## src/rtl/bus_pkg.sv

```systemverilog
// rtl/bus_pkg.sv - shared control-bit positions and slave state encoding for the shared bus
package bus_pkg;

  localparam int CTRL_WAIT      = 0;
  localparam int CTRL_WE        = 1;
  localparam int CTRL_BURST_LSB = 2;
  localparam int CTRL_BURST_MSB = 4;
  localparam int CTRL_ERR       = 5;

  typedef enum logic [2:0] {
    IDLE,
    WR_CAP,
    WR_MEM,
    WR_ACK,
    RD_MEM,
    RD_WAIT,
    RD_ACK,
    DONE
  } slave_state_t;

endpackage

```

## src/rtl/bus_slave_port_if.sv

```systemverilog
// rtl/bus_slave_port_if.sv - per-device ack/ctrl/bus lane between bus controller and one slave
interface bus_slave_port_if #(
  parameter int BUS_WIDTH  = 32,
  parameter int CTRL_WIDTH = 8
);
  logic                  ack;
  logic [CTRL_WIDTH-1:0] ctrl_in;
  logic [BUS_WIDTH-1:0]  bus_in;
  logic [CTRL_WIDTH-1:0] ctrl_out;
  logic [BUS_WIDTH-1:0]  bus_out;

  modport master (output ack, ctrl_in, bus_in, input ctrl_out, bus_out);
  modport slave  (input ack, ctrl_in, bus_in, output ctrl_out, bus_out);
endinterface

```

## src/rtl/bus_slave_watchdog.sv

```systemverilog
// rtl/bus_slave_watchdog.sv - stall counter used only when BUS_SLAVE_WATCHDOG_EN is defined
module bus_slave_watchdog
  import bus_pkg::*;
#(
  parameter int TIMEOUT_CYCLES = 16
) (
  input  logic         clk,
  input  logic         reset,
  input  slave_state_t state,
  output logic         timeout
);
  localparam int CW = $clog2(TIMEOUT_CYCLES + 1);

  slave_state_t    prev;
  logic [CW-1:0]   count;
  logic [CW-1:0]   cur;
  logic            run;

  // cur is the number of cycles already spent in the present state
  always_comb begin
    run     = (state == WR_MEM) || (state == RD_MEM) || (state == RD_WAIT);
    cur     = (state != prev) ? '0 : count;
    timeout = run && (cur == CW'(TIMEOUT_CYCLES - 1));
  end

  always_ff @(posedge clk or posedge reset) begin
    if (reset) begin
      prev  <= IDLE;
      count <= '0;
    end else begin
      prev  <= state;
      count <= run ? cur + CW'(1) : '0;
    end
  end
endmodule

```

## src/rtl/bus_slave_port.sv

```systemverilog
// rtl/bus_slave_port.sv - bus slave responder bridging burst transfers to a local memory port
// Optional stall watchdog enabled by defining BUS_SLAVE_WATCHDOG_EN.
module bus_slave_port
  import bus_pkg::*;
#(
  parameter int BUS_WIDTH      = 32,
  parameter int CTRL_WIDTH     = 8,
  parameter int ADDR_WIDTH     = 16,
  parameter int TIMEOUT_CYCLES = 16
) (
  input  logic                  clk,
  input  logic                  reset,
  bus_slave_port_if.slave       bus,
  output logic                  mem_req,
  output logic                  mem_we,
  output logic [ADDR_WIDTH-1:0] mem_addr,
  output logic [BUS_WIDTH-1:0]  mem_wdata,
  input  logic                  mem_gnt,
  input  logic [BUS_WIDTH-1:0]  mem_rdata,
  input  logic                  mem_rvalid
);
  slave_state_t          state;
  logic [ADDR_WIDTH-1:0] base;
  logic [3:0]            beats;
  logic [3:0]            beat;
  logic [3:0]            beat_next;
  logic                  wait_q;
  logic                  err_q;
  logic                  discard;
  logic                  timeout;
  logic                  header;
  logic [BUS_WIDTH-1:0]  bus_out_q;
  logic                  unused_ctrl;

  assign beat_next   = beat + 4'd1;
  assign header      = bus.ack && bus.ctrl_in[CTRL_WAIT];
  assign unused_ctrl = &{1'b0, bus.ctrl_in[CTRL_WIDTH-1:CTRL_BURST_MSB+1]};

`ifdef BUS_SLAVE_WATCHDOG_EN
  bus_slave_watchdog #(.TIMEOUT_CYCLES(TIMEOUT_CYCLES)) u_watchdog (
    .clk     (clk),
    .reset   (reset),
    .state   (state),
    .timeout (timeout)
  );
`else
  assign timeout = 1'b0;
`endif

  always_comb begin
    bus.ctrl_out           = '0;
    bus.ctrl_out[CTRL_WAIT] = wait_q;
    bus.ctrl_out[CTRL_ERR]  = err_q;
  end
  assign bus.bus_out = bus_out_q;

  always_ff @(posedge clk or posedge reset) begin
    if (reset) begin
      state     <= IDLE;
      base      <= '0;
      beats     <= '0;
      beat      <= '0;
      wait_q    <= 1'b1;
      err_q     <= 1'b0;
      discard   <= 1'b0;
      bus_out_q <= '0;
      mem_req   <= 1'b0;
      mem_we    <= 1'b0;
      mem_addr  <= '0;
      mem_wdata <= '0;
    end else begin
      // A read orphaned by an abort returns later; swallow exactly one rvalid for it
      if (discard && mem_rvalid) discard <= 1'b0;
      if (state != IDLE && state != DONE && !bus.ack) begin
        state   <= IDLE;
        mem_req <= 1'b0;
        mem_we  <= 1'b0;
        wait_q  <= 1'b1;
        err_q   <= 1'b0;
        if ((state == RD_MEM && mem_gnt) || (state == RD_WAIT && !mem_rvalid)) discard <= 1'b1;
      end else begin
        case (state)
          IDLE: if (header) begin
            base  <= bus.bus_in[ADDR_WIDTH-1:0];
            beats <= {1'b0, bus.ctrl_in[CTRL_BURST_MSB:CTRL_BURST_LSB]} + 4'd1;
            beat  <= '0;
            if (bus.ctrl_in[CTRL_WE]) begin
              state <= WR_CAP;
            end else begin
              state    <= RD_MEM;
              mem_req  <= 1'b1;
              mem_we   <= 1'b0;
              mem_addr <= bus.bus_in[ADDR_WIDTH-1:0];
            end
          end
          WR_CAP: begin
            mem_wdata <= bus.bus_in;
            mem_req   <= 1'b1;
            mem_we    <= 1'b1;
            mem_addr  <= base + ADDR_WIDTH'(beat);
            state     <= WR_MEM;
          end
          WR_MEM: if (mem_gnt || timeout) begin
            mem_req <= 1'b0;
            mem_we  <= 1'b0;
            wait_q  <= 1'b0;
            err_q   <= !mem_gnt;
            state   <= WR_ACK;
          end
          RD_MEM: if (mem_gnt) begin
            mem_req <= 1'b0;
            state   <= RD_WAIT;
          end else if (timeout) begin
            mem_req   <= 1'b0;
            wait_q    <= 1'b0;
            err_q     <= 1'b1;
            bus_out_q <= '1;
            state     <= RD_ACK;
          end
          RD_WAIT: if (mem_rvalid && !discard) begin
            bus_out_q <= mem_rdata;
            wait_q    <= 1'b0;
            state     <= RD_ACK;
          end else if (timeout) begin
            bus_out_q <= '1;
            wait_q    <= 1'b0;
            err_q     <= 1'b1;
            discard   <= 1'b1;
            state     <= RD_ACK;
          end
          WR_ACK, RD_ACK: begin
            wait_q <= 1'b1;
            err_q  <= 1'b0;
            beat   <= beat_next;
            if (beat_next == beats) begin
              state <= DONE;
            end else if (state == WR_ACK) begin
              state <= WR_CAP;
            end else begin
              state    <= RD_MEM;
              mem_req  <= 1'b1;
              mem_we   <= 1'b0;
              mem_addr <= base + ADDR_WIDTH'(beat_next);
            end
          end
          DONE: if (!bus.ack) state <= IDLE;
          default: state <= IDLE;
        endcase
      end
    end
  end
endmodule

```

## src/flat_wrapper.sv

```systemverilog
// flat-port wrapper written by rule: the top's interface ports become plain ports
module bus_slave_port_flat import bus_pkg::*;
#(
  parameter int BUS_WIDTH      = 32,
  parameter int CTRL_WIDTH     = 8,
  parameter int ADDR_WIDTH     = 16,
  parameter int TIMEOUT_CYCLES = 16
)
  (clk, reset, mem_req, mem_we, mem_addr, mem_wdata, mem_gnt, mem_rdata, mem_rvalid, bus_ack, bus_ctrl_in, bus_bus_in, bus_ctrl_out, bus_bus_out);
  bus_slave_port_if #(.BUS_WIDTH(BUS_WIDTH), .CTRL_WIDTH(CTRL_WIDTH)) bus_i ();
  input  logic clk;
  input  logic reset;
  output logic mem_req;
  output logic mem_we;
  output logic [ADDR_WIDTH-1:0] mem_addr;
  output logic [BUS_WIDTH-1:0] mem_wdata;
  input  logic mem_gnt;
  input  logic [BUS_WIDTH-1:0] mem_rdata;
  input  logic mem_rvalid;
  input wire logic [$bits(bus_i.ack)-1:0] bus_ack;
  input wire logic [$bits(bus_i.ctrl_in)-1:0] bus_ctrl_in;
  input wire logic [$bits(bus_i.bus_in)-1:0] bus_bus_in;
  output wire logic [$bits(bus_i.ctrl_out)-1:0] bus_ctrl_out;
  output wire logic [$bits(bus_i.bus_out)-1:0] bus_bus_out;
  assign bus_i.ack = bus_ack;
  assign bus_i.ctrl_in = bus_ctrl_in;
  assign bus_i.bus_in = bus_bus_in;
  assign bus_ctrl_out = bus_i.ctrl_out;
  assign bus_bus_out = bus_i.bus_out;
  bus_slave_port #(.BUS_WIDTH(BUS_WIDTH), .CTRL_WIDTH(CTRL_WIDTH), .ADDR_WIDTH(ADDR_WIDTH), .TIMEOUT_CYCLES(TIMEOUT_CYCLES)) u_core (.clk(clk), .reset(reset), .bus(bus_i), .mem_req(mem_req), .mem_we(mem_we), .mem_addr(mem_addr), .mem_wdata(mem_wdata), .mem_gnt(mem_gnt), .mem_rdata(mem_rdata), .mem_rvalid(mem_rvalid));
endmodule
```

## config.mk

```make
export PLATFORM = sky130hd
export DESIGN_NAME = bus_slave_port_flat
export DESIGN_NICKNAME = d
export VERILOG_FILES = /design/src/rtl/bus_pkg.sv /design/src/rtl/bus_slave_port_if.sv /design/src/rtl/bus_slave_watchdog.sv /design/src/rtl/bus_slave_port.sv /design/src/flat_wrapper.sv
export SDC_FILE = /design/constraint.sdc
export NUM_CORES = 1
export LEC_CHECK = 0
export CAP_MARGIN = 0
export CORE_MARGIN = 2
export CORE_UTILIZATION = 25
export DETAILED_ROUTE_END_ITERATION = 10
export HOLD_SLACK_MARGIN = 0.05
export PLACE_DENSITY_LB_ADDON = 0.08
export RECOVER_POWER = 100
export SYNTH_ARGS = -nofsm -noshare
export SYNTH_HDL_FRONTEND = slang
export SYNTH_SLANG_ARGS = --single-unit
```

## constraint.sdc

```tcl
create_clock -name clk -period 7.3 [get_ports clk]
set_input_delay 1.46 -clock clk [delete_from_list [all_inputs] [get_ports clk]]
set_output_delay 1.46 -clock clk [all_outputs]
set_load 0.005 [all_outputs]
```

# After elaboration in Yosys (flattened, before gate mapping)

Cells that the tools add are included.

Bits in read-only memories: 0
Output and inout bits: 90
Memories kept: 0
Memory bits (writable): 0
Word-level logic and storage cells: 110
Bits in registers: 112
Latch bits: 0
Input port bits: 77

Multiplexer cells: 39
Reductions and logical operators: 32
Divide/modulo/power cells: 0
Shift-type cells: 0
$add $sub $neg: 4
Magnitude comparators: 0
$mul: 0
Bitwise gates (word level): 1
Eq/ne operators: 22

Operators by type and width:

| cell                  | number |
|---|---|
| $mux W16              | 4 |
| $pmux W16 S3          | 1 |
| $add A16 B4 Y16       | 2 |
| $mux W3               | 9 |
| $ne A3 B2 Y1 const B  | 7 |
| $pmux W3 S7           | 1 |
| $mux W1               | 18 |
| $reduce_and A6 Y1     | 3 |
| $eq A3 B3 Y1 const B  | 4 |
| $reduce_and A3 Y1     | 4 |
| $reduce_bool A5 Y1    | 2 |
| $reduce_bool A3 Y1    | 3 |
| $pmux W1 S4           | 2 |
| $pmux W4 S2           | 1 |
| $logic_and A1 B1 Y1   | 7 |
| $eq A3 B2 Y1 const B  | 2 |
| $ne A2 B2 Y1 const B  | 3 |
| $ne A3 B1 Y1 const B  | 2 |
| $reduce_and A5 Y1     | 1 |
| $add A3 B1 Y4 const B | 1 |
| $add A4 B1 Y4 const B | 1 |
| $eq A4 B4 Y1          | 1 |
| $logic_not A1 Y1      | 4 |
| $mux W4               | 1 |
| other kinds (12)      | 14 |

# Logic depth before layout (Yosys ltp)

Depth in word-level cells: 5
Gate-level depth with buffers: 13
Depth with buffers taken out: 12

# Worst setup path before layout

No wires, ideal clock.

Path type: reg2reg
Start: register u_core.state[1]
End: register u_core.mem_addr[14]
Library setup time: 0.064 ns
Data required time: 7.236 ns
Path buffers: 2
Data arrival time: 2.817 ns
Clock period less this slack: 2.882 ns
Stages on the path, launching flop included: 14
Path slack: 4.418 ns
Cell sequence: dfrtp_1 > buf_2 > clkbuf_1 > nand2_1 > inv_1 > ha_1 > inv_1 > ha_1 > fa_1 > a211oi_1 > nor2_1 > a41o_1 > a31oi_1 > mux2_2

Word-level cells in the longest chain between the ends: 5
Elaborated cells between the ends (all ways): 17
Those cells by class: 8 x eq/ne; 1 x mux; 1 x bitwise; 7 x reduce/logical

RTL lines:

| item                                                      | line                  | text |
|---|---|---|
| start: declaration                                        | bus_slave_port.sv:22  | `slave_state_t state;` |
| start signal: assignment                                  | bus_slave_port.sv:59  | `state <= IDLE;` |
| start signal: assignment                                  | bus_slave_port.sv:75  | `state <= IDLE;` |
| start signal: assignment                                  | bus_slave_port.sv:88  | `state <= WR_CAP;` |
| branches (longest 5 deep; another with $reduce_and A6 Y1) | --                    |  |
| end signal: assignment                                    | bus_slave_port.sv:93  | `mem_addr <= bus.bus_in[ADDR_WIDTH-1:0];` |
| end signal: assignment                                    | bus_slave_port.sv:100 | `mem_addr <= base + ADDR_WIDTH'(beat);` |
| end signal: assignment                                    | bus_slave_port.sv:143 | `mem_addr <= base + ADDR_WIDTH'(beat_next);` |
| end: declaration                                          | bus_slave_port.sv:16  | `output logic [ADDR_WIDTH-1:0] mem_addr,` |

Parallel ways; which one is timed is not known.
A chain may end at the register's enable or synchronous reset.

==> reports/metrics.csv <==
metric,value,unit
seqPwrFrac,39.8,%
synth_edf_count,0,
ir_worst_vdd,0.122,mV
antenna_cells,0,
dp_hpwl,9.81,mm
cts_setup_buffers,0,
arrival,4.76,ns
clk_latency,0.36,ns
tightest_slew,2.27,ns
hold_viol,0,
grt_use_total,12.8,%
clk_pin_slew_worst_paths,0.07,ns
r2r_cells,12,
combPwrFrac,41.9,%
fillers,2182,
cts_resized,0,
ios,167,
synth_seq_area_share,51.3,%
hold_path_class,reg -> reg,
synth_cells,459,
layout-drive-gt1-share,19.2,%
initial_core_util,25.3,%
place.gp.congestion,0.757,
crit_required,7.47,ns
cts_tree,done,
switching_share,32.9,%
rows,54,
maxCapViolations,4,
final_cell_mix,"111 x dfrtp_1, 90 x mux2_2, 86 x dlygate4sd3_1, 71 x clkdlybuf4s50_1, 33 x nand2_1",
syn_area_per_cell,11.9,µm²
ys_async_sr_fraction,100,%
leakage,0.00322,µW
violations,"capacitance limit, slew limit",
status,"complete, but fails checks",
internal_power,1900,µW
rsz0062_at_grt,false,
layout_commonest_cell,dfrtp_1,
whs_path_depth,1,
worst_r2r_endpoint,u_core.mem_addr[14],
die-area,0.0231,mm²
maxSlewHeadroom,-52.0,%
final.min_clock_period,4.59,ns
drt_iter0_drc,137,
yosys_warnings,0,
route.vias.total,4044,
worst_slack,2.71,ns
dr.pass1.iters,4,
max_freq,218,MHz
finClkSkew,0.0101,ns
critical_path_class,in -> async,
grt_max_degree,64,
p_sw,935,µW
synth-seq-cells,112,
clk_path_buf_depth,2,
grt_pass1_wl,23.3,mm
synth_flop_cell,dfrtp_1,
grt-ovfl-total,0,
crit_fanout,63,
crit_path_start_kind,input port,
port_buffers,157,
end_kind,async pin,
cts_sinks,112,
antenna_found_initial,1,
die_w,152,µm
min_from,u_core.mem_addr[1],
drtAntennaViolNets,0,
wl_per_cell,15.9,µm
dp_slack,3.38,ns
route.detailed.drc,0,
cts-htree-levels,3,
core_area,0.0216,mm²
r2r_slack,3.59,ns
cts_buffers,9,
first_global_vias,4197,
power_frac_clock,18.3,%
power_density,378,mW/mm²
final.setup.tns,0,ns
die_y,152,µm
cts-root-buf,clkbuf_16,
period_share,62.8,%
area_growth,37.3,%
maxSlewViolCount,182,
synthDistinctLibCells,55,
final_nets,689,
hold-path-endpoint,u_core.mem_addr[1],
hold_buffers,0,
syn_area,0.00547,mm²
r2r_start,u_core.state[0],
setup_viol_count_final,0,
avgViaCountPerCell,4.55,
drt-total-wl,14.2,mm
==> cell type report <==
type	count	area [µm²]	share of cell area [%]
clock buffers	10	239	3.18
clock inverters	6	68.8	0.917
well taps	280	350	4.67
flip-flops and latches	112	2800	37.4
repair buffers	161	1590	21.2
inverters	14	53.8	0.717
multi-input cells	306	2400	32.0
==> synth_stat cells (3+ instances only) <==
library cell / instances / share of area (%)
a21oi_1: 11 / 1.0
buf_2: 13 / 1.2
a21o_1: 3 / 0.41
a31oi_1: 3 / 0.34
nand3_1: 8 / 0.73
xnor2_1: 12 / 1.9
xor2_1: 5 / 0.80
nand4_1: 9 / 1.0
nor2b_1: 6 / 0.69
nand2_1: 33 / 2.3
mux2i_1: 5 / 0.92
buf_4: 9 / 1.2
nor3_1: 7 / 0.64
nor2_1: 18 / 1.2
ha_1: 7 / 1.6
o21ai_0: 26 / 2.4
o211ai_1: 3 / 0.41
a211o_1: 3 / 0.48
mux2_4: 7 / 1.9
mux2_2: 90 / 19
a211oi_1: 4 / 0.55
inv_1: 14 / 0.96
clkbuf_1: 8 / 0.55
dfrtp_1: 111 / 51
and3_1: 5 / 0.57
o31ai_1: 3 / 0.41
and2_1: 4 / 0.46
==> power by group through the flow <==
stage | combinational (µW) | sequential [µW] | clock (µW)
final | 1190 | 1130 | 519
after global routing | 1320 | 1180 | 572
after CTS | 1330 | 1140 | 546
after detailed placement | 1320 | 1150 | 0
after global placement | 1310 | 1140 | 0
after floorplan | 722 | 1100 | 0
==> per-stage QoR <==
| stage | util, % | cell area (µm²) | total power, µW | cells | hold WS (ns) |
|---|---|---|---|---|---|
| 3_5_place_dp | 33.5 | 7250 | 2470 | 873 | 0.491 |
| 5_1_grt | 34.7 | 7510 | 3070 | 889 | 0.514 |
| 3_3_place_gp | 33.5 | 7250 | 2450 | 873 | 0.479 |
| 6_report | 34.7 | 7510 | 2840 | 889 | 0.489 |
| 2_1_floorplan | - | 5480 | 1820 | 464 | 0.466 |
| 4_1_cts | 34.9 | 7550 | 3010 | 889 | 0.509 |
==> critical path, stage by stage <==
cell and delay, ns:
dlygate4sd3_1 0.55, clkinvlp_2 1.29, clkbuf_2 1.39
==> registers in the layout, summed over array words and instances, names as in the netlist <==
signal              cells
u_core.mem_we           1
u_core.base            16
u_core.mem_req          1
u_core.beat             4
u_core.mem_wdata       32
u_core.wait_q           1
u_core.bus.bus_out     32
u_core.state            3
u_core.err_q            1
u_core.discard          1
u_core.mem_addr        16
u_core.beats            4
==> cell families after synthesis <==
family / after synthesis / synth area share [%]
fa+ha+maj: 8 / 1.97
compound gates: 73 / 8.63
simple gates: 99 / 9.11
other cells: 1 / 0.0686
buf+inv: 46 / 4.51
flops: 112 / 51.3
xor+xnor: 18 / 3.02
mux: 102 / 21.4
==> worst max path at each step <==
stage,start,endpoint,slack [ns],depth (start not counted)
global placement,bus_ack,u_core.mem_wdata[11],3.43,3
detailed placement,bus_ack,u_core.mem_wdata[19],3.38,3
finish,reset,u_core.mem_wdata[19],2.71,3
CTS,u_core.state[0],u_core.mem_addr[14],3.61,12
floorplan,reset,u_core.base[0],2.88,1
global route,reset,u_core.mem_wdata[19],1.94,3
==> layer usage <==
metal  part of all wire, %  vias up  track usage, %
met2                    50       96            21.6
met3                   4.5       25            2.88
met5                 0.085        -               0
met1                    42     2008            15.4
li1                      -     1913               -
met4                   3.1        2            6.14
(Power assumes the default switching activity.)
